`config.mk`:
```
export PLATFORM = sky130hd
export DESIGN_NAME = instr_line_buffer
export DESIGN_NICKNAME = d
export VERILOG_FILES = /design/src/rtl/instr_line_buffer.sv
export SDC_FILE = /design/constraint.sdc
export NUM_CORES = 1
export LEC_CHECK = 0
export CAP_MARGIN = 30
export CORE_MARGIN = 3
export CORE_UTILIZATION = 55
export CTS_BUF_LIST = sky130_fd_sc_hd__clkbuf_4 sky130_fd_sc_hd__clkbuf_8 sky130_fd_sc_hd__clkbuf_16
export DETAILED_ROUTE_END_ITERATION = 8
export PLACE_DENSITY_LB_ADDON = 0.3
export SYNTH_ARGS = -nofsm -noshare
export SYNTH_HDL_FRONTEND = slang
export SYNTH_SLANG_ARGS = --single-unit
```
`constraint.sdc`:
```
create_clock -name clk_in -period 2.73 [get_ports clk_in]
set_input_delay 0.546 -clock clk_in [delete_from_list [all_inputs] [get_ports clk_in]]
set_output_delay 0.546 -clock clk_in [all_outputs]
set_load 0.01 [all_outputs]
```
`src/rtl/instr_line_buffer.sv`:
```
// Editable command-line buffer between the PS/2 key decoder and the instruction parser.
// Collects characters in EDIT and streams the committed line out as valid/ready beats in DRAIN.
module instr_line_buffer #(
  parameter int MAX_CHARS = 32,
  parameter int CHAR_W    = 8,
  parameter int LEN_W     = 6
) (
  input  logic              clk_in,
  input  logic              rst_in,
  input  logic              key_pressed,
  input  logic [15:0]       character,
  input  logic              enter_pressed,
  input  logic              bksp_pressed,
  input  logic [4:0]        disp_addr,
  output logic [CHAR_W-1:0] disp_char,
  output logic [LEN_W-1:0]  line_len,
  output logic              line_full,
  output logic              busy,
  output logic              out_valid,
  input  logic              out_ready,
  output logic [CHAR_W-1:0] out_char,
  output logic              out_last,
  output logic              drop_pulse
);

  localparam int ADDR_W = $clog2(MAX_CHARS);
  localparam logic [LEN_W-1:0]  MAX_LEN = LEN_W'(MAX_CHARS);
  localparam logic [CHAR_W-1:0] SPACE   = CHAR_W'(8'h20);

  typedef enum logic {EDIT, DRAIN} state_t;

  state_t             state_q;
  logic [LEN_W-1:0]   line_len_q;
  logic [ADDR_W-1:0]  rd_ptr_q;
  logic [CHAR_W-1:0]  line_mem [MAX_CHARS];
  logic               key_win;
  logic               mem_we;
  logic               beat_done;
  logic               unused_char_hi;

  // Upper byte of the decoder's character bus carries no ASCII information.
  assign unused_char_hi = ^character[15:CHAR_W];

  // Priority enter > bksp > key: a key only counts when nothing else fires.
  assign key_win   = key_pressed && !enter_pressed && !bksp_pressed;
  assign mem_we    = (state_q == EDIT) && key_win && (line_len_q != MAX_LEN);
  assign beat_done = out_valid && out_ready && out_last;

  assign line_len  = line_len_q;
  assign line_full = (line_len_q == MAX_LEN);
  assign busy      = (state_q == DRAIN);
  assign out_valid = (state_q == DRAIN);
  assign out_char  = line_mem[rd_ptr_q];
  assign out_last  = (LEN_W'(rd_ptr_q) == line_len_q - LEN_W'(1));

  // NOTE: storage array has no reset; contents past line_len are never observed,
  // and leaving it unreset lets it map to plain flops/RAM without a reset tree.
  always_ff @(posedge clk_in) begin
    if (mem_we) line_mem[line_len_q[ADDR_W-1:0]] <= character[CHAR_W-1:0];
  end

  // NOTE: non-blocking assignments for all state so every register samples the
  // pre-edge values of its peers, independent of statement order.
  always_ff @(posedge clk_in or negedge rst_in) begin
    if (!rst_in) begin
      state_q    <= EDIT;
      line_len_q <= '0;
      rd_ptr_q   <= '0;
      drop_pulse <= 1'b0;
      disp_char  <= '0;
    end else begin
      drop_pulse <= 1'b0;
      disp_char  <= (LEN_W'(disp_addr) < line_len_q) ? line_mem[disp_addr[ADDR_W-1:0]] : SPACE;
      case (state_q)
        EDIT: begin
          if (enter_pressed) begin
            if (line_len_q != '0) begin
              state_q  <= DRAIN;
              rd_ptr_q <= '0;
            end
          end else if (bksp_pressed) begin
            if (line_len_q != '0) line_len_q <= line_len_q - LEN_W'(1);
          end else if (key_pressed) begin
            if (line_len_q != MAX_LEN) line_len_q <= line_len_q + LEN_W'(1);
            else                       drop_pulse <= 1'b1;
          end
        end
        DRAIN: begin
          // The committed line is frozen here; any editing event is rejected.
          drop_pulse <= key_pressed || bksp_pressed || enter_pressed;
          if (beat_done) begin
            line_len_q <= '0;
            state_q    <= EDIT;
          end else if (out_ready) begin
            rd_ptr_q <= rd_ptr_q + ADDR_W'(1);
          end
        end
        default: state_q <= EDIT;
      endcase
    end
  end

endmodule

```
# Word-level counts from Yosys, hierarchy flattened
# Memories as Yosys holds them, arrays and structs flattened.
# Index checks and enable logic that the tools add are counted.
[word_totals]
n_memories = 1
latchBits = 0
output_inout_bits = 27
inputBits = 27
elab_cells = 60
regBits = 21
mem_bits_rw = 256
romBits = 0
[classes]
reduce_logical = 13
mul = 0
n_addsub = 3
n_lt_le_gt_ge = 1
div_mod_pow = 0
n_eq_ne = 12
bitwise = 1
mux = 24
shifts = 0
[memory_table]
columns = ["name", "words", "width", "rd", "rd_clocked_by_memory_dff", "wr", "line", "text"]
rows = [
  ["line_mem", 32, 8, 2, 0, 1, "35", "logic [CHAR_W-1:0] line_mem [MAX_CHARS];"],
]
[ops]
columns = ["op", "n"]
rows = [
  ["6-bit two-way mux", 6],
  ["5-bit two-way mux", 4],
  ["6-bit one-hot mux with 2 select lines", 1],
  ["5-bit one-hot mux with 2 select lines", 1],
  ["1-bit two-way mux", 9],
  ["8-bit two-way mux", 1],
  ["2-bit != test, second input constant", 4],
  ["6-bit by 1-bit adder with 6-bit output, second input constant", 1],
  ["5-bit by 6-bit == test with 1-bit output", 1],
  ["6-bit == test, second input constant", 1],
  ["1-bit logical AND", 6],
  ["5-bit by 6-bit < comparator with 1-bit output", 1],
  ["3-bit by 2-bit != test with 1-bit output, second input constant", 2],
  ["6-bit != test, second input constant", 1],
  ["6-bit nonzero test", 1],
  ["6-bit by 1-bit subtractor with 6-bit output, second input constant", 1],
  ["5-bit by 1-bit adder with 5-bit output, second input constant", 1],
  ["5-bit AND reduction", 1],
  ["2-bit by 1-bit != test with 1-bit output, second input constant", 2],
  ["1-bit one-hot mux with 2 select lines", 2],
  ["4-bit AND reduction", 1],
  ["3-bit != test, second input constant", 1],
  ["1-bit zero test", 2],
  ["1-bit logical OR", 2],
  ["1-bit NOT", 1],
]

# Depth between registers and ports, before layout
[logic_depth]
ltp_word = 7
mapped_depth = 9
depth_no_buf = 7

# Least setup slack after synthesis
# Ideal clock, no wire load.
[synth_timing]
path_type = "reg-to-output"
startpoint = "register rd_ptr_q[1]"
endpoint = "output out_char[0]"
t_required_ns = 2.184
n_path_buf = 2
stages_incl_launch_ff = 6
arrival_time_ns = 2.107
setup_slack_ns = 0.077
cell_sequence = "dfrtp_1 -> clkbuf_1 -> buf_1 -> mux4_2 -> mux4_2 -> mux2_2"
[synth_between]
elab_chain_len = 1
[synth_rtl]
columns = ["element", "line", "text"]
rows = [
  ["start: declaration", "34", "logic [ADDR_W-1:0] rd_ptr_q;"],
  ["start signal: assignment", "95", "rd_ptr_q <= rd_ptr_q + ADDR_W'(1);"],
  ["memory 32 x 8 bit", "--", ""],
  ["end: declaration", "21", "output logic [CHAR_W-1:0] out_char,"],
]
# No other way between the ends.

# Final worst setup path
[layout_timing]
startpoint = "register rd_ptr_q[0]"
endpoint = "output out_char[7]"
# The elaborated chain is that of the path after synthesis.

==> flow_summary.yaml <==
status:
  outcome: "complete, but fails checks"
  violations: "setup timing"
placement:
  place_ws_ns: -0.470
  finalWeightedCongestion: 0.912
  placed_cells_incl_taps: 1117
  io_buffers: 45
  dpl.hpwl_um: 23400
global_routing:
  grt_overflow: 0
  grt_usage_pct: 28.1
  antenna_found_initial: 0
  grt_pass1_wl_um: 53800
  grt_max_degree: 33
  grt_pass1_vias: 8402
clocking:
  cts.htree.levels: 1
  clk_latency_ns: 0.54
  cts_tree: "yes"
  clk_pin_slew_ns: 0.07
  clock-sinks: 277
  cts.root.buffer_cell: "clkbuf_16"
  cts_buffer_depth: 3
  cts_buffers: 28
floorplanning:
  initial_core_util_pct: 56.0
  ioPinCount: 54
  die_h_um: 161
  coreArea_um2: 23500
  die_w_um: 161
  die_area_um2: 25900
  num_rows: 56
setup_path:
  cp_slowest_cell: "dfrtp_4"
  endpoint_kind: "output port"
  path_class: "reg -> out"
  cp_max_fo: 6
  crit_required_ns: 2.18
  path_cells: "buf_12, buf_8, buf_6, mux4_2, mux4_2, mux2_4, buf_6"
  crit_arrival_ns: 2.85
  cp_slowest_stage_delay_ns: 0.55
  startpoint_type: "flop"
timing:
  setup_viol: 8
  layout_setup_ws_ns: -0.669
  fin_crit_ns: 3.40
  skew_ns: 0.0117
  period_share_pct: 124
  slew_headroom_pct: 43.5
  hold_viol: 0
  worst_slew_pin_slew_ns: 0.846
  fmax_mhz: 294
  drv_slew: 0
  grt_setup_unrepaired: "true"
worst_hold_path:
  hold_path_class: "in -> async"
synth:
  ys_warn_count: 0
  async_reset_ff_share_pct: 7.58
  synth_top_area_share_pct: 58.3
  ys.flop_type: "edfxtp_1"
  synth.top_cells.by_area: "edfxtp_1 58%, mux4_2 22%, dfrtp_1 4.0%"
  synth.distinct_cells: 52
  synth_area_um2: 13200
  synth_enable_flop_cells: 256
  syn_nets: 731
  synthCells: 694
  synth_seq_area_share_pct: 62.3
  avgSynthCellArea_um2: 19.0
  ys_seq_elements: 277
  yosysTopAreaCell: "edfxtp_1"
finish:
  final_cells: 1189
  drive_gt1_share_pct: 39.2
  num_antenna_cells: 0
  area_growth_pct: 21.9
  layout_common_cells: "256 x edfxtp_1, 138 x mux4_2, 93 x buf_4"
  nets: 885
  layout_commonest_cell: "edfxtp_1"
routing:
  vias: 8154
  vias_per_cell: 6.86
  ant_nets: 0
  wl_um: 35900
  drc: 0
  routedWlPerCell_um: 30.2
  drt_iter0_drc: 1154
  dr.pass1.iters: 5
pwr:
  power_density_nw_per_um2: 911
  ir_worst_vdd_v: 0.000504
  leakagePower_nw: 5.51
flow_run:
  maxCapViolations: 0
critical path: cells and delay by family, from the launching register on:
family	cells	cell delay, ns
multiplexers	3	1.22
flip-flops	1	0.55
buffers and inverters	4	0.54
cells in the mapped netlist (5+ instances only):
library cell and count:
edfxtp_1 256, mux4_2 131, nor2_1 42, nand2_1 32, a22oi_1 29, clkbuf_1 21
dfrtp_1 21, buf_1 13, mux4_1 13, buf_2 10, ha_1 10, a22o_1 9
inv_1 8, mux2_2 8, mux2i_1 7, nand3_1 6, nor2b_1 5, nor3_1 5
xnor2_1 5
layer usage:
layer  share of wire, %  vias up  wire length [um]  track usage, %
met5                  0        -                 0               0
met4                3.9        0              1400            9.39
met3                 12       85              4190            5.18
met2                 49      648             17400            45.3
met1                 36     4146             12800            39.5
li1                   -     3275                 -               -
power breakdown:
part           switching, W  total, W  internal, W
logic               0.00271   0.00572      0.00301
registers          0.000127   0.00490      0.00478
clock network       0.00157   0.00402      0.00245
total               0.00441    0.0146       0.0102
per-stage QoR:
stage          power (W)  util [%]  setup TNS, ns  hold WS [ns]  cell area, um2
2_1_floorplan    0.00795         -              0         0.250           13200
3_3_place_gp     0.00981      62.8          -3.14         0.655           14800
3_5_place_dp     0.00991      62.8          -3.54         0.667           14800
4_1_cts           0.0147      68.4          -5.45         0.362           16100
5_1_grt           0.0151      68.3          -5.59         0.401           16100
6_report          0.0146      68.3          -5.21         0.362           16100
final cells by class:
type                    instances  area [um2]
multi-input cells             360        4740
inverters                       8        30.0
clock buffers                  34         763
fillers                      1485        7460
flip-flops and latches        277        8220
clock inverters                18         211
well taps                     319         399
repair buffers                173        1720
path summary, 6_finish.rpt:
check                             from          end  slack [ns]  depth (start not counted)
max                        rd_ptr_q[0]  out_char[7]       -0.67                          7
max in group asynchronous       rst_in  rd_ptr_q[0]        2.10                          2
min reg2reg                       busy  line_len[1]        0.69                          2
min                             rst_in  rd_ptr_q[2]        0.36                          2
max reg2reg                line_len[4]  line_len[2]        0.34                          8
min in group clk_in        key_pressed   drop_pulse        0.68                          3
flip-flops by register name, summed over array words and instances (netlist names):
| register | flops |
|---|---|
| rd_ptr_q | 5 |
| disp_char | 8 |
| line_len | 6 |
| busy | 1 |
| drop_pulse | 1 |
| line_mem | 256 |
cell families after synthesis:
family                     Yosys count  share of synthesized area (%)
adders and majority gates           10                          0.949
muxes                              159                           26.2
xor gates and xnor gates             7                          0.465
AOI/OAI and AO/OA                   68                           3.83
and+or+nand+nor                    116                           4.17
buffers and inverters               57                           2.13
DFF                                277                           62.3
what timing repair did:
item | in CTS | in global routing
pin swaps | 3 | 2
endpoints found under the hold margin | 0 | 0
buffers inserted | 19 | 2
gates resized for setup | 82 | 11
cloned | 4 | 0
endpoints found under the setup margin | 10 | 10
hold buffers | 0 | 0
Note: power is estimated with default switching activity, not from simulation.
